`src/rtl/pc_pkg.sv`:
```
// -----------------------------------------------------------------------------
// pc_pkg
// Shared definitions for the PC redirect / return-address-stack block:
//   - op_e       : resolve operation encoding (NOP, BR, CALL, RET)
//   - COND_*     : branch condition encodings
//   - state_e    : two-state handshake FSM encoding
//   - eval_cond  : branch condition evaluation over ALU flags {Z,V,N}
// -----------------------------------------------------------------------------
package pc_pkg;

    typedef enum logic [1:0] {
        OP_NOP  = 2'b00,
        OP_BR   = 2'b01,
        OP_CALL = 2'b10,
        OP_RET  = 2'b11
    } op_e;

    localparam logic [2:0] COND_EQ  = 3'b000;
    localparam logic [2:0] COND_LT  = 3'b001;
    localparam logic [2:0] COND_GT  = 3'b010;
    localparam logic [2:0] COND_OV  = 3'b011;
    localparam logic [2:0] COND_NE  = 3'b100;
    localparam logic [2:0] COND_GEQ = 3'b101;
    localparam logic [2:0] COND_LEQ = 3'b110;
    localparam logic [2:0] COND_T   = 3'b111;

    typedef enum logic {
        ST_IDLE = 1'b0,
        ST_HOLD = 1'b1
    } state_e;

    // flags is packed as {Z, V, N}.
    function automatic logic eval_cond(input logic [2:0] cond, input logic [2:0] flags);
        logic z;
        logic v;
        logic n;
        logic res;
        z = flags[2];
        v = flags[1];
        n = flags[0];
        case (cond)
            COND_EQ:  res = z;
            COND_LT:  res = n & ~v;
            COND_GT:  res = ~z & ~n & ~v;
            COND_OV:  res = v;
            COND_NE:  res = ~z;
            COND_GEQ: res = v | ~n;
            COND_LEQ: res = z | (n & ~v);
            COND_T:   res = 1'b1;
            default:  res = 1'b0;
        endcase
        return res;
    endfunction

endpackage

```
`src/rtl/pc_ras.sv`:
```
// -----------------------------------------------------------------------------
// pc_ras
// Circular return-address stack. A push when full overwrites the oldest entry
// and keeps the occupancy saturated at RAS_DEPTH. Entry storage is not reset;
// top is only meaningful while count is non-zero.
// Ports:
//   clk, rst          clock, async active-high reset (pointer/count only)
//   push, push_data   write push_data at the stack top
//   pop               remove the top entry (ignored when empty)
//   top               current top entry
//   full, empty       occupancy status from the registered count
//   count             number of valid entries (0..RAS_DEPTH)
// -----------------------------------------------------------------------------
module pc_ras #(
    parameter int PC_W      = 16,
    parameter int RAS_DEPTH = 8
) (
    input  logic                         clk,
    input  logic                         rst,
    input  logic                         push,
    input  logic                         pop,
    input  logic [PC_W-1:0]              push_data,
    output logic [PC_W-1:0]              top,
    output logic                         full,
    output logic                         empty,
    output logic [$clog2(RAS_DEPTH):0]   count
);

    localparam int PTR_W = $clog2(RAS_DEPTH);
    localparam int CNT_W = PTR_W + 1;
    localparam logic [CNT_W-1:0] DEPTH_C = CNT_W'(RAS_DEPTH);

    logic [PC_W-1:0]  mem_r [RAS_DEPTH];
    logic [PTR_W-1:0] ptr_r;     // next free slot
    logic [CNT_W-1:0] count_r;

    // Entry storage; contents deliberately left unreset.
    always_ff @(posedge clk) begin
        if (push) begin
            mem_r[ptr_r] <= push_data;
        end
    end

    // Pointer and occupancy; the pointer wraps so a full push replaces the oldest entry.
    always_ff @(posedge clk or posedge rst) begin
        if (rst) begin
            ptr_r   <= {PTR_W{1'b0}};
            count_r <= {CNT_W{1'b0}};
        end else if (push) begin
            ptr_r <= ptr_r + PTR_W'(1);
            if (count_r != DEPTH_C) begin
                count_r <= count_r + CNT_W'(1);
            end
        end else if (pop && (count_r != {CNT_W{1'b0}})) begin
            ptr_r   <= ptr_r - PTR_W'(1);
            count_r <= count_r - CNT_W'(1);
        end
    end

    assign top   = mem_r[ptr_r - PTR_W'(1)];
    assign full  = (count_r == DEPTH_C);
    assign empty = (count_r == {CNT_W{1'b0}});
    assign count = count_r;

endmodule

```
`src/rtl/pc_redirect_ras.sv`:
```
// -----------------------------------------------------------------------------
// pc_redirect_ras
// Resolves BR / CALL / RET requests into a registered fetch redirect and
// maintains a return-address stack. One request is held at a time: accepted
// in IDLE, result presented in HOLD until the consumer takes it or a flush
// discards it.
// Ports:
//   clk, rst                    clock, async active-high reset
//   req_valid/req_ready         request handshake (ready only in IDLE)
//   req_op, branch_cond, flags  operation, condition select, ALU flags {Z,V,N}
//   pc_in, sign_ext, call_imm   resolving PC, branch offset, call target bits
//   flush                       drop pending redirect / block acceptance
//   redir_valid/redir_ready     result handshake
//   redir_taken, redir_pc       redirect decision and next fetch PC
//   update_done                 1-cycle pulse when a CALL/RET result is taken
//   ras_full, ras_empty         stack occupancy
//   ras_ovf, ras_unf            sticky overflow / underflow flags
// -----------------------------------------------------------------------------
module pc_redirect_ras
    import pc_pkg::*;
#(
    parameter int PC_W      = 16,
    parameter int IMM_W     = 12,
    parameter int RAS_DEPTH = 8
) (
    input  logic              clk,
    input  logic              rst,
    input  logic              req_valid,
    output logic              req_ready,
    input  logic [1:0]        req_op,
    input  logic [2:0]        branch_cond,
    input  logic [2:0]        flags,
    input  logic [PC_W-1:0]   pc_in,
    input  logic [PC_W-1:0]   sign_ext,
    input  logic [IMM_W-1:0]  call_imm,
    input  logic              flush,
    output logic              redir_valid,
    input  logic              redir_ready,
    output logic              redir_taken,
    output logic [PC_W-1:0]   redir_pc,
    output logic              update_done,
    output logic              ras_full,
    output logic              ras_empty,
    output logic              ras_ovf,
    output logic              ras_unf
);

    localparam int CNT_W = $clog2(RAS_DEPTH) + 1;

    state_e            state_r;
    op_e               held_op_r;
    logic              req_ready_r;
    logic              redir_valid_r;
    logic              redir_taken_r;
    logic [PC_W-1:0]   redir_pc_r;
    logic              update_done_r;
    logic              ras_ovf_r;
    logic              ras_unf_r;

    op_e               op_s;
    logic              accept_s;
    logic              push_s;
    logic              pop_s;
    logic              unf_s;
    logic              ovf_s;
    logic              next_taken_s;
    logic [PC_W-1:0]   next_pc_s;
    logic [PC_W-1:0]   pc_inc_s;
    logic [PC_W-1:0]   ras_top_s;
    logic              ras_full_s;
    logic              ras_empty_s;
    logic [CNT_W-1:0]  ras_count_s;

    pc_ras #(
        .PC_W      (PC_W),
        .RAS_DEPTH (RAS_DEPTH)
    ) u_ras (
        .clk       (clk),
        .rst       (rst),
        .push      (push_s),
        .pop       (pop_s),
        .push_data (pc_inc_s),
        .top       (ras_top_s),
        .full      (ras_full_s),
        .empty     (ras_empty_s),
        .count     (ras_count_s)
    );

    // Acceptance, stack control and next-result computation.
    always_comb begin
        op_s         = op_e'(req_op);
        pc_inc_s     = pc_in + PC_W'(1);
        accept_s     = (state_r == ST_IDLE) && req_valid && !flush && (op_s != OP_NOP);
        push_s       = accept_s && (op_s == OP_CALL);
        pop_s        = accept_s && (op_s == OP_RET) && !ras_empty_s;
        unf_s        = accept_s && (op_s == OP_RET) && ras_empty_s;
        ovf_s        = push_s && ras_full_s;
        next_taken_s = 1'b0;
        next_pc_s    = pc_inc_s;
        case (op_s)
            OP_BR: begin
                next_taken_s = eval_cond(branch_cond, flags);
                if (next_taken_s) begin
                    next_pc_s = pc_in + sign_ext;
                end else begin
                    next_pc_s = pc_inc_s;
                end
            end
            OP_CALL: begin
                next_taken_s = 1'b1;
                next_pc_s    = {pc_in[PC_W-1:IMM_W], call_imm};
            end
            OP_RET: begin
                // Empty stack: fall through sequentially instead of redirecting.
                if (!ras_empty_s) begin
                    next_taken_s = 1'b1;
                    next_pc_s    = ras_top_s;
                end else begin
                    next_taken_s = 1'b0;
                    next_pc_s    = pc_inc_s;
                end
            end
            default: begin
                next_taken_s = 1'b0;
                next_pc_s    = pc_inc_s;
            end
        endcase
    end

    // Handshake FSM with registered outputs and sticky stack flags.
    always_ff @(posedge clk or posedge rst) begin
        if (rst) begin
            state_r       <= ST_IDLE;
            held_op_r     <= OP_NOP;
            req_ready_r   <= 1'b1;
            redir_valid_r <= 1'b0;
            redir_taken_r <= 1'b0;
            redir_pc_r    <= {PC_W{1'b0}};
            update_done_r <= 1'b0;
            ras_ovf_r     <= 1'b0;
            ras_unf_r     <= 1'b0;
        end else begin
            update_done_r <= 1'b0;
            if (ovf_s) begin
                ras_ovf_r <= 1'b1;
            end
            if (unf_s) begin
                ras_unf_r <= 1'b1;
            end
            case (state_r)
                ST_IDLE: begin
                    if (accept_s) begin
                        state_r       <= ST_HOLD;
                        held_op_r     <= op_s;
                        req_ready_r   <= 1'b0;
                        redir_valid_r <= 1'b1;
                        redir_taken_r <= next_taken_s;
                        redir_pc_r    <= next_pc_s;
                    end
                end
                ST_HOLD: begin
                    // Flush wins over a simultaneous accept and suppresses update_done.
                    if (flush) begin
                        state_r       <= ST_IDLE;
                        req_ready_r   <= 1'b1;
                        redir_valid_r <= 1'b0;
                    end else if (redir_ready) begin
                        state_r       <= ST_IDLE;
                        req_ready_r   <= 1'b1;
                        redir_valid_r <= 1'b0;
                        update_done_r <= (held_op_r == OP_CALL) || (held_op_r == OP_RET);
                    end
                end
                default: begin
                    state_r       <= ST_IDLE;
                    req_ready_r   <= 1'b1;
                    redir_valid_r <= 1'b0;
                end
            endcase
        end
    end

    assign req_ready   = req_ready_r;
    assign redir_valid = redir_valid_r;
    assign redir_taken = redir_taken_r;
    assign redir_pc    = redir_pc_r;
    assign update_done = update_done_r;
    assign ras_ovf     = ras_ovf_r;
    assign ras_unf     = ras_unf_r;
    assign ras_full    = (ras_count_s == CNT_W'(RAS_DEPTH));
    assign ras_empty   = (ras_count_s == {CNT_W{1'b0}});

endmodule

```
`config.mk`:
```
export PLATFORM = sky130hd
export DESIGN_NAME = pc_redirect_ras
export DESIGN_NICKNAME = d
export VERILOG_FILES = /design/src/rtl/pc_pkg.sv /design/src/rtl/pc_ras.sv /design/src/rtl/pc_redirect_ras.sv
export SDC_FILE = /design/constraint.sdc
export NUM_CORES = 1
export LEC_CHECK = 0
export ABC_AREA = 1
export CAP_MARGIN = 10
export CORE_UTILIZATION = 40
export CTS_CLUSTER_SIZE = 10
export DETAILED_ROUTE_END_ITERATION = 8
export SYNTH_ARGS = -nofsm -noshare
export SYNTH_HDL_FRONTEND = slang
export SYNTH_SLANG_ARGS = --single-unit
```
`constraint.sdc`:
```
create_clock -name clk -period 3.34 [get_ports clk]
set_input_delay 1.002 -clock clk [delete_from_list [all_inputs] [get_ports clk]]
set_output_delay 1.002 -clock clk [all_outputs]
set_load 0.02 [all_outputs]
```
==> impl_metrics.csv, run 1 <==
group,metric,value,unit
status,outcome,"finished, final reports clean",
timing,holdWs,0.4860,ns
placement,portBuffers,80,
routing,routed_via_density,5.076,
global_routing,grt_usage,0.2243,
floorplan,die_height,146.8,um
setup_path,cpPeakStageDelay,0.67,ns
timing,hold_violations,0,
synthesis,synth_top_cells_by_area,"edfxtp_1, nand2_1, dfrtp_1",
synthesis,synth-async-reset-ratio,0.1950,
floorplan,core_area,20430,um^2
synthesis,ys_warn_count,0,
routing,avgRoutedWirePerCell,17.41,um
finish,layout.nets,1147,
finish,fin_cells,1351,
finish,antenna_cells,0,
synthesis,synth-seq-cells,159,
synthesis,yosysMostFrequentCell,"nand2_1",
setup_path,cp.arrival,2.08,ns
clock_network,cts_sinks,159,
placement,dp.cells,1319,
global_routing,grt_start_max_net_pins,68,
clock_network,path_clk_slew,0.07,ns
placement,dp_slack,0.1260,ns
synthesis,ys_seq_area_frac,0.5506,
timing,tightestPinTransition,0.9302,ns
timing,final-max-slew-violation-count,0,
run,maxCapViolCount,0,
clock_network,cts_max_path_buffers,2,
synthesis,syn_area,8392,um^2
timing,setup_viol,0,
routing,num_vias,6858,
timing,max_freq,323.9,MHz
floorplan,pin_count,81,
clock_network,cts_made_buffers,17,
setup_path,r2r_setup_slack,0.69,ns
setup_path,setup.worst_path.end_class,"primary output",
clock_network,htreeDepth,4,
clock_network,ctsResizeCount,0,
floorplan,die_area,21560,um^2
setup_path,critPathLaunchType,"flop",
global_routing,grt_first_pass_wirelength,36.45,mm
timing,timing.final.crit_period,3.087,ns
synthesis,syn_nets,1042,
clock_network,postCtsSetupBuffers,0,
clock_network,clock-root-buffer,"clkbuf_16",
routing,drt_wl_total,23.52,mm
synthesis,syn_inst,963,
global_routing,antenna_found_initial,0,
synthesis,netlist.area_leader.share,0.4580,
synthesis,synth_edf_count,128,
setup_path,setup.worst_path.class,"flop to primary output",
timing,fin_crit_sh,0.9242,
placement,dp_hpwl,16.81,mm
timing,relSlewSlack,0.3778,
finish,n_fill_cell,1915,
setup_path,crit_slowest_cell,"clkdlybuf4s50_1",
finish,drive_gt1_frac,0.08418,
floorplan,initial_core_util,0.4108,
clock_network,cts_tree,"yes",
timing,fin_skew,0.009782,ns
setup_path,worstPathMaxFanout,7,
clock_network,clk_latency,0.42,ns
timing,setup_slack,0.2531,ns
power,power_density,721.5,nW/um^2
routing,drt_first_iter_violations,627,
synthesis,synth_top_cells_by_count,"nand2_1, edfxtp_1, nor2_1",
finish,synthToLayoutAreaGrowth,23.45,%
synthesis,yosys.area.top_type,"edfxtp_1",
placement,routabilityCongestion,0.8944,
global_routing,grt_pass1_vias,6434,
power,p_leak,4.371,nW
synthesis,syn_area_per_cell,8.714,um^2
timing,tns,0,ns
routing,dr.pass1.iters,5,
timing,rsz0062_at_grt,"no",
synthesis,synth_cell_types,39,
floorplan,die_x,146.8,um
setup_path,path_cells,"nor2_1, nand2_2, inv_2, clkdlybuf4s50_1",
synthesis,ys.flop_type,"edfxtp_1",
hold_path,hold_path.class,"flop to flop",
global_routing,grt_overflow,0,
power,irDropWorstVdd,811.8,uV
routing,detail-route-antenna-nets,0,
setup_path,required,2.34,ns
clock_network,hold_buffers,0,
floorplan,num_rows,52,
routing,drc,0,
-- state kept, by name, indices dropped and copies added, names as in the netlist --
register     count
state_r          1
redir_taken      1
u_ras.count      4
update_done      1
redir_pc        16
u_ras.mem_r    128
ras_ovf          1
req_ready        1
u_ras.ptr_r      3
ras_unf          1
redir_valid      1
held_op_r        1
-- path summary, 6_finish.rpt --
kind                                              end                        from  depth (start not counted)
setup / recovery                            ras_empty  u_ras.count[0]$_DFFE_PP0P_                          4
setup reg to reg              redir_pc[9]$_DFFE_PP0P_  u_ras.ptr_r[1]$_DFFE_PP0P_                          9
hold reg to reg                   ras_ovf$_DFFE_PP0P_         ras_ovf$_DFFE_PP0P_                          1
min in group asynchronous     redir_pc[2]$_DFFE_PP0P_                         rst                          3
max in group asynchronous  u_ras.ptr_r[0]$_DFFE_PP0P_                         rst                          3
hold / removal                    ras_ovf$_DFFE_PP0P_         ras_ovf$_DFFE_PP0P_                          1
-- per-stage QoR --
| stage | util | power, mW | cell area [um^2] |
|---|---|---|---|
| 6_report | 0.5071 | 7.475 | 10360 |
| 5_1_grt | 0.5071 | 7.935 | 10360 |
| 4_1_cts | 0.5071 | 7.505 | 10360 |
| 3_5_place_dp | 0.4773 | 5.514 | 9752 |
| 3_3_place_gp | 0.4773 | 5.506 | 9752 |
| 2_1_floorplan | - | 4.431 | 8392 |
-- kinds of logic (layout without fill, tap and decap cells) --
logic type / Yosys count / count (layout) / share of synthesized area
simple gates: 530 / 530 / 0.2655
xor+xnor: 16 / 16 / 0.01894
buf+inv: 131 / 249 / 0.06188
compound gates: 104 / 104 / 0.06665
fa+ha+maj: 22 / 22 / 0.03459
flops: 159 / 159 / 0.5506
mux: 1 / 1 / 0.001789
-- final cells by class --
type | instances | area (um^2) | share of cell area
timing repair buffer | 116 | 1121 | 0.1082
multi-input combinational | 673 | 3292 | 0.3178
clock inverter | 15 | 182.7 | 0.01763
clock buffer | 17 | 425.4 | 0.04106
inverter | 101 | 379.1 | 0.03659
tap | 270 | 337.8 | 0.03261
sequential | 159 | 4622 | 0.4461
-- cell usage in the layout, fill, tap and decap left out, drive strengths merged, types with 30 or more instances in the layout --
cell type / synthesis / final
nand2: 267 / 267
inv: 99 / 103
edfxtp: 128 / 128
a21oi: 43 / 43
buf: 22 / 36
nand3: 109 / 109
o21ai: 49 / 49
nor2: 126 / 126
dfrtp: 30 / 30
clkdlybuf4s50: 0 / 80
-- layer usage --
| layer | vias up | GRT usage | wire length (um) |
|---|---|---|---|
| met5 | - | 0 | 0 |
| met4 | 0 | 0.06042 | 303 |
| met3 | 14 | 0.03851 | 1390 |
| met2 | 218 | 0.3524 | 10940 |
| met1 | 3222 | 0.3201 | 10880 |
| li1 | 3404 | - | - |
-- where the power goes --
group | internal (mW) | switching, mW
sequential | 2.30 | 0.143
combinational | 1.03 | 2.01
clock | 1.19 | 0.809
total | 4.52 | 2.96
-- critical path, delay by kind of cell, from the launching register on --
kind,cells,cell delay (ns)
buffers and inverters,2,0.86
DFF,1,0.44
and+or+nand+nor,2,0.36
Note: power is estimated with default switching activity, not from simulation.
==> inputs of run 2 (changes only) <==
--- a/config.mk
+++ b/config.mk
@@ -8,4 +8,5 @@
 export ABC_AREA = 1
 export CAP_MARGIN = 10
+export CORE_ASPECT_RATIO = 0.9
 export CORE_UTILIZATION = 40
 export CTS_CLUSTER_SIZE = 10
==> constraint.sdc (replaced) <==
create_clock -name clk -period 3.55 [get_ports clk]
set_input_delay 1.065 -clock clk [delete_from_list [all_inputs] [get_ports clk]]
set_output_delay 1.065 -clock clk [all_outputs]
set_load 0.1 [all_outputs]
==> impl_metrics.csv, run 2 (synthesized netlist as in run 1, its figures left out) <==
group,metric,value,unit
status,outcome,"finished, final reports clean",
timing,hold_violations,0,
timing,tightestPinTransition,0.9132,ns
clock_network,path_clk_slew,0.06,ns
placement,dp_slack,0.2599,ns
run,maxCapViolCount,0,
finish,antenna_cells,0,
power,p_leak,4.347,nW
setup_path,cp.arrival,3.01,ns
power,p_sw,3.380,mW
placement,portBuffers,80,
clock_network,clock-root-buffer,"clkbuf_16",
finish,multi_input_area,3292,um^2
global_routing,grt_usage,0.2205,
finish,final_common_cell,"nand2_1",
setup_path,worstPathMaxFanout,14,
power,p_sw_frac,0.4521,
timing,max_freq,348.5,MHz
timing,fin_crit_sh,0.8083,
finish,fin_area,10240,um^2
setup_path,setup.worst_path.class,"input port to flop",
routing,drc,0,
timing,setup_viol,0,
routing,detail-route-antenna-nets,0,
finish,fin_cells,1355,
global_routing,grt_pass1_vias,6326,
clock_network,ctsResizeCount,0,
setup_path,r2r_setup_slack,0.97,ns
timing,tns,0,ns
clock_network,cts_made_buffers,17,
floorplan,die_x,154.7,um
floorplan,core_area,20290,um^2
finish,seq_area,4622,um^2
power,power_density,730.4,nW/um^2
routing,avgRoutedWirePerCell,16.90,um
routing,drt_wl_total,22.90,mm
timing,relSlewSlack,0.3891,
finish,regMostFlops,"u_ras.mem_r",
setup_path,required,3.69,ns
routing,dr.pass1.iters,5,
floorplan,initial_core_util,0.4135,
power,power.total,7.477,mW
floorplan,num_rows,49,
clock_network,htreeDepth,4,
hold_path,hold_path.class,"flop to flop",
floorplan,die_height,139.4,um
finish,drive_gt1_frac,0.1033,
finish,final_cell_mix,"nand2_1, edfxtp_1, nor2_1",
finish,n_fill_cell,1909,
finish,layout.nets,1141,
setup_path,crit_buf_inv,4,
timing,holdWs,0.4689,ns
setup_path,critPathLaunchType,"input port",
floorplan,pin_count,81,
setup_path,cp_top_family,"simple AND/OR/NAND/NOR gates",
power,internal_power,4.097,mW
timing,rsz0062_at_grt,"no",
finish,synthToLayoutAreaGrowth,21.98,%
timing,setup_slack,0.6806,ns
placement,dp.cells,1323,
clock_network,hold_buffers,0,
clock_network,postCtsSetupBuffers,0,
setup_path,cpPeakStageDelay,0.45,ns
clock_network,cts_sinks,159,
routing,routed_via_density,5.030,
global_routing,grt_first_pass_wirelength,35.56,mm
global_routing,antenna_found_initial,0,
finish,post-route-util,0.5044,
timing,timing.final.crit_period,2.869,ns
setup_path,crit_slowest_cell,"clkdlybuf4s50_1",
clock_network,clk_latency,0.43,ns
timing,fin_skew,0.008953,ns
placement,routabilityCongestion,0.9231,
placement,dpl_cell_area,9634,um^2
clock_network,cts_max_path_buffers,2,
floorplan,die_area,21560,um^2
finish,largest_reg_flops,128,
clock_network,cts_tree,"yes",
global_routing,grt_overflow,0,
power,clockPowerShare,0.246,
global_routing,grt_start_max_net_pins,68,
power,comb_power_share,0.445,
routing,drt_first_iter_violations,581,
power,pwr-share-seq,0.308,
setup_path,path_cells,"clkdlybuf4s50_1, inv_1, nand3_1, nor2_8, nand2_1, inv_1, nand2_1, nor3_2, buf_12",
placement,dp_hpwl,16.19,mm
setup_path,setup.worst_path.end_class,"flop",
routing,num_vias,6816,
power,irDropWorstVdd,579.1,uV
timing,final-max-slew-violation-count,0,
[run 2: cell count changes in the layout (fill, tap and decap cells not counted), sizes merged]
cell           delta
clkdlybuf4s50    -24
buf              +18
clkinv            -3
inv               +3
bufinv            -2
clkinvlp          +2
[run 2: power by group through the flow]
stage               combinational (mW)  clock [mW]  sequential, mW
floorplan                         1.83           0            2.89
global placement                  3.31           0            2.34
detailed placement                3.32           0            2.34
CTS                               3.34        1.87            2.30
global route                      3.65        1.93            2.32
finish                            3.33        1.84            2.30
[run 2: final cells by class]
class                   count  share of cell area
multi-input cells         673              0.3216
clock buffers              17             0.04156
inverters                 101             0.03704
well taps                 280             0.03423
repair buffers            110             0.09681
clock inverters            15             0.01723
flip-flops and latches    159              0.4515
[run 2: path summary, 6_finish.rpt]
path	from	to	depth (start not counted)
max in group asynchronous	rst	u_ras.ptr_r[0]$_DFFE_PP0P_	3
max	flush	u_ras.mem_r[6][11]$_DFFE_PP_	9
max reg2reg	u_ras.ptr_r[1]$_DFFE_PP0P_	redir_pc[9]$_DFFE_PP0P_	9
min in group asynchronous	rst	redir_valid$_DFFE_PP0P_	3
min	ras_ovf$_DFFE_PP0P_	ras_ovf$_DFFE_PP0P_	1
min reg2reg	ras_ovf$_DFFE_PP0P_	ras_ovf$_DFFE_PP0P_	1
[run 2: metal layers]
metal | wire length [um] | global-route usage | vias to the layer above | part of all wire
li1 | - | - | 3394 | -
met1 | 11130 | 0.3213 | 3182 | 0.49
met2 | 10010 | 0.3267 | 215 | 0.44
met3 | 1347 | 0.04889 | 25 | 0.059
met4 | 414 | 0.06722 | 0 | 0.018
met5 | 0 | 0 | - | 0
==> RTL change 1, RTL diff (flow settings as in run 1) <==
Make the reset (`rst`) synchronous in 2 clocked blocks. Comments in the files are not updated.
--- a/src/rtl/pc_ras.sv
+++ b/src/rtl/pc_ras.sv
@@ -42,7 +42,7 @@
     end
 
     // Pointer and occupancy; the pointer wraps so a full push replaces the oldest entry.
-    always_ff @(posedge clk or posedge rst) begin
+    always_ff @(posedge clk) begin
         if (rst) begin
             ptr_r   <= {PTR_W{1'b0}};
             count_r <= {CNT_W{1'b0}};
--- a/src/rtl/pc_redirect_ras.sv
+++ b/src/rtl/pc_redirect_ras.sv
@@ -128,7 +128,7 @@
     end
 
     // Handshake FSM with registered outputs and sticky stack flags.
-    always_ff @(posedge clk or posedge rst) begin
+    always_ff @(posedge clk) begin
         if (rst) begin
             state_r       <= ST_IDLE;
             held_op_r     <= OP_NOP;
Behaviour: differs if rst is asserted again (counterexample within 4 cycles, from zero or initial values and one cycle with rst high); with rst held inactive, the same outputs for 10 cycles.
==> RTL change 1 against run 1 <==
Area after synthesis fell by 1.9%. Sequential cell count did not move. Non-clock buffer count rose by 8. Via count rose by 0.34%. Cell area fell by 1.8%. Setup slack improved by 280 ps. Routed wire length fell by 2.5%. Global-route usage fell by 0.094 points. Register-to-register slack improved by 140 ps. Critical endpoint is now ras_full.
Power is not compared: it rests on default switching activity, and its combinational part moved more than twofold at a synthesized area within 25%.
==> RTL change 1: results (changes against run 1) <==
* outcome: finished, final reports clean
* number of distinct library cell variants in the gate-level netlist after synthesis: 35, -10%
* flop2flop setup slack: 830 ps, +140 ps
* reg-to-reg critical path startpoint: u_ras.ptr_r[1]
* HPWL after detailed placement: 16.28 mm, -3.2%
* multiplexer fraction of the synthesized cell area: 0, -0.001789
* destination of the worst register-to-register timing path: redir_pc[6]
* logic depth of the worst register-to-register path: 13, +4
* largest driver fanout on the critical path: 4, -3
* RD Place Congestion: 0.9302, +4.0%
* post-placement cell area: 9578 um2, -1.8%
* Max Clock Skew: 12.66 ps, +2.881 ps
* arrival time at the worst endpoint: 1800 ps, -280 ps
* delay contributed by the slowest stage of the critical path: 610 ps, -60 ps
* via count: 6881, +0.34%
* iteration count of the initial detailed-routing pass: 7, +2
* end point of the critical path: ras_full
* Global Route Usage Sum: 0.2234, -0.0009397
* fraction of layout cells with a size suffix above 1: 0.08464, +0.0004553
* aggregate routed wire length: 22.93 mm, -2.5%
* synthesized-area fraction occupied by adder cells: 0.03526, +0.0006676
* DR iter-0 viols: 508, -19%
* buffers inserted during post-CTS setup optimization: 0, unchanged
* wire length of the first global-routing pass: 35.83 mm, -1.7%
* share of flip-flops with an asynchronous set or reset: 0, -0.1950
* top cell types by occurrence after synthesis: sky130_fd_sc_hd__nand2_1, sky130_fd_sc_hd__edfxtp_1, sky130_fd_sc_hd__nor2_1
* post-layout net count: 1153, +0.52%
* fraction of the mapped netlist area in compound gates: 0.08587, +0.01922
* Least-Margin Pin Slew: 829.6 ps, -100.5 ps
* pin count of the biggest net entering global routing: 69, +1.5%
* Synthesized Nets: 1044, +0.19%
* VDD IR-drop max: 370.0 uV
* xor and xnor area share after synthesis: 0.02112, +0.002189
* final setup violation count: 0, unchanged
* startpoint of the tightest hold check path: redir_valid
* top cells by area, synth: sky130_fd_sc_hd__edfxtp_1, sky130_fd_sc_hd__nand2_1, sky130_fd_sc_hd__dfxtp_1
* sequential element share of the synthesized area: 0.5422, -0.008370
* clock network latency to the later pin of the worst-skew pair: 440 ps, +20 ps
* maximum count of clock buffers along a single path: 2, unchanged
* count of warnings emitted by yosys: 0, unchanged
* vias in the first global route: 6435, +0.016%
[RTL change 1: cell types whose count changed in the layout (fill, tap and decap cells not counted), moves of 11 or more]
cell and change:
sky130_fd_sc_hd__buf_4 +11, sky130_fd_sc_hd__a21oi_1 +19, sky130_fd_sc_hd__nand3_1 -19, sky130_fd_sc_hd__nor2_1 -17, sky130_fd_sc_hd__dfrtp_1 -29, sky130_fd_sc_hd__dfxtp_1 +30
[RTL change 1: worst min-delay path by stage]
stage                        to  slack, ps  cells after the start
floorplan           update_done        440                      2
global placement      req_ready        430                      2
detailed placement  redir_valid        450                      2
CTS                 redir_valid        460                      2
finish              redir_valid        450                      2
global route        update_done        490                      2
[RTL change 1: routing by layer]
layer	wire, um	global-route usage	vias to the layer above
met3	1180	0.04295	35
met4	467	0.07684	0
li1	-	-	3446
met2	11290	0.3803	235
met1	9984	0.2846	3165
met5	0	0	-
[RTL change 1: metrics by stage]
| step | utilization | worst slack, ps | std cells | hold WS [ps] |
|---|---|---|---|---|
| 6_report | 0.5027 | 534.1 | 1357 | 453.5 |
| 2_1_floorplan | - | 239.1 | 965 | 436.5 |
| 5_1_grt | 0.5027 | 417.8 | 1357 | 489.9 |
| 4_1_cts | 0.5027 | 517.9 | 1357 | 460.4 |
| 3_3_place_gp | 0.4733 | 169.9 | 1325 | 432.2 |
| 3_5_place_dp | 0.4733 | 92.25 | 1325 | 447.4 |
[RTL change 1: layout make-up]
cell class	count	area, um2
clock buffers	18	450.4
well taps	270	337.8
fillers	1854	10060
inverters	99	371.6
repair buffers	124	1144
clock inverters	14	142.6
flip-flops and latches	159	4466
multi-input cells	673	3259
==> RTL change 2, RTL diff (settings of run 1) <==
Made on the original files. `PC_W` is set to 16 in 2 places; all go to 14.
--- a/src/rtl/pc_ras.sv
+++ b/src/rtl/pc_ras.sv
@@ -12,7 +12,7 @@
 //   count             number of valid entries (0..RAS_DEPTH)
 // -----------------------------------------------------------------------------
 module pc_ras #(
-    parameter int PC_W      = 16,
+    parameter int PC_W      = 14,
     parameter int RAS_DEPTH = 8
 ) (
     input  logic                         clk,
--- a/src/rtl/pc_redirect_ras.sv
+++ b/src/rtl/pc_redirect_ras.sv
@@ -19,7 +19,7 @@
 module pc_redirect_ras
     import pc_pkg::*;
 #(
-    parameter int PC_W      = 16,
+    parameter int PC_W      = 14,
     parameter int IMM_W     = 12,
     parameter int RAS_DEPTH = 8
 ) (
Ports: changed (resized pc_in, redir_pc and sign_ext); port bits go from 81 to 75. No check against the original RTL was run, so the function may have changed too.
==> RTL change 2 against run 1 <==
The run now ends with design-rule violations left. Sequential cell count shrank 18. Critical endpoint unchanged. First-iteration DRC count shrank 2.6%. Setup slack lost 43 ps. Sequential power shrank 11%. Cell area shrank 11%. Via count shrank 10%. Final cell count shrank 12%. Clock skew grew 1.4 ps. Area after synthesis shrank 10%. Routed wire length shrank 12%. Largest power group unchanged. Power shrank 10%.
==> RTL change 2: results (changes against run 1) <==
* number of distinct library cell variants in the gate-level netlist after synthesis: 42, +7.7%
* fraction of power spent switching nets: 0.3983, +0.002567
* pin count of the biggest net entering global routing: 59, -13%
* met3 layer usage reported by global route: 0.05007, +0.01156
* iteration count of the initial detailed-routing pass: 7, +2
* DR iter-0 viols: 611, -2.6%
* count of flip-flops with a built-in enable after synthesis: 112, -13%
* flop2flop setup slack: 730 ps, +40 ps
* number of port buffers: 74, -7.5%
* logic depth of the worst register-to-register path: 12, +3
* met3 wirelength from detailed routing: 1.300 mm, -6.5%
* HPWL after detailed placement: 14.34 mm, -15%
* top cells by area, synth: sky130_fd_sc_hd__edfxtp_1, sky130_fd_sc_hd__nand2_1, sky130_fd_sc_hd__dfrtp_1
* violated checks: design-rule violations
* sequential element share of the synthesized area: 0.5446, -0.006058
* fraction of layout cells with a size suffix above 1: 0.09657, +0.01239
* outcome: finished with violations
* WL met1: 9.750 mm, -10%
* tightest slew margin relative to the limit: 0.4822, +0.1044
* clock input transition at the sequential cells of the worst setup and hold paths: 60 ps
* TritonCTS buffer count: 17, unchanged
* top cell types by occurrence after synthesis: sky130_fd_sc_hd__nand2_1, sky130_fd_sc_hd__nand3_1, sky130_fd_sc_hd__edfxtp_1
* DR DRC count: 6, +6
* arrival time at the worst endpoint: 2130 ps, +50 ps
* Via density: 5.163, +1.7%
* largest driver fanout on the critical path: 4, -3
* Synthesized Nets: 928, -11%
* Global Route Usage Sum: 0.2215, -0.002876
* Max Clock Skew: 11.23 ps, +1.447 ps
* post-layout net count: 1023, -11%
* VDD IR-drop max: 520.1 uV, -36%
* wire length of the first global-routing pass: 32.07 mm, -12%
* leakage power: 0.003883 uW, -11%
* met2 usage in global routing: 0.3272, -0.02515
## RTL change 2: changes by cell type in the layout (fill, tap and decap cells not counted), moves of 4 or more
cell / change
sky130_fd_sc_hd__a21oi_1: +6
sky130_fd_sc_hd__buf_12: -4
sky130_fd_sc_hd__clkdlybuf4s50_1: -6
sky130_fd_sc_hd__edfxtp_1: -16
sky130_fd_sc_hd__inv_1: -22
sky130_fd_sc_hd__inv_2: +9
sky130_fd_sc_hd__nand2_1: +11
sky130_fd_sc_hd__nand3_1: +23
sky130_fd_sc_hd__nor2_1: -72
sky130_fd_sc_hd__o21ai_0: -42
sky130_fd_sc_hd__o21ai_1: +4
sky130_fd_sc_hd__xnor2_1: -4
## RTL change 2: cells by family after synthesis
group                    share of synthesized area
AND/OR/NAND/NOR                             0.2844
adder cells (fa/ha/maj)                    0.03532
AO/OA/AOI/OAI                              0.05664
XOR/XNOR                                   0.01516
flip-flops                                  0.5446
buffers and inverters                      0.06397
## RTL change 2: worst max path at each step
stage,startpoint,slack (ps),end
6_report,u_ras.count[0],210,ras_empty
5_1_grt,u_ras.count[0],120,ras_full
4_1_cts,u_ras.count[0],210,ras_full
3_5_place_dp,pc_in[0],220,redir_pc[8]
3_3_place_gp,pc_in[0],250,redir_pc[8]
2_1_floorplan,req_valid,390,u_ras.mem_r[0][0]
## RTL change 2: power groups by stage
| stage | Clock, uW | Sequential [uW] | Combinational (uW) |
|---|---|---|---|
| finish | 1850 | 2190 | 2660 |
| global route | 1940 | 2210 | 2940 |
| CTS | 1870 | 2190 | 2670 |
| detailed placement | 0 | 2220 | 2660 |
| global placement | 0 | 2220 | 2650 |
| floorplan | 0 | 2280 | 1700 |
## RTL change 2: final cells by class
cell class                 count  area [um2]
clock buffer                  18       429.2
clock inverter                14       143.9
fill                        1699        8994
inverter                      87       326.6
multi-input combinational    600        2980
sequential                   141        4090
tap                          229       286.5
timing repair buffer         103       958.4
## RTL change 2: metrics by stage
| step | setup WS (ps) | instances | utilization |
|---|---|---|---|
| finish | 210.1 | 1192 | 0.5061 |
| global route | 122.3 | 1192 | 0.5061 |
| CTS | 209.3 | 1192 | 0.5061 |
| detailed placement | 217.1 | 1160 | 0.4746 |
| global placement | 245.6 | 1160 | 0.4746 |
| floorplan | 394.1 | 855 | - |
## RTL change 2: worst max-delay path, stage by stage, from the launching register on
cell and delay [ps]:
sky130_fd_sc_hd__dfrtp_1 430, sky130_fd_sc_hd__or2_4 300, sky130_fd_sc_hd__nor3_4 290, sky130_fd_sc_hd__clkdlybuf4s50_1 680
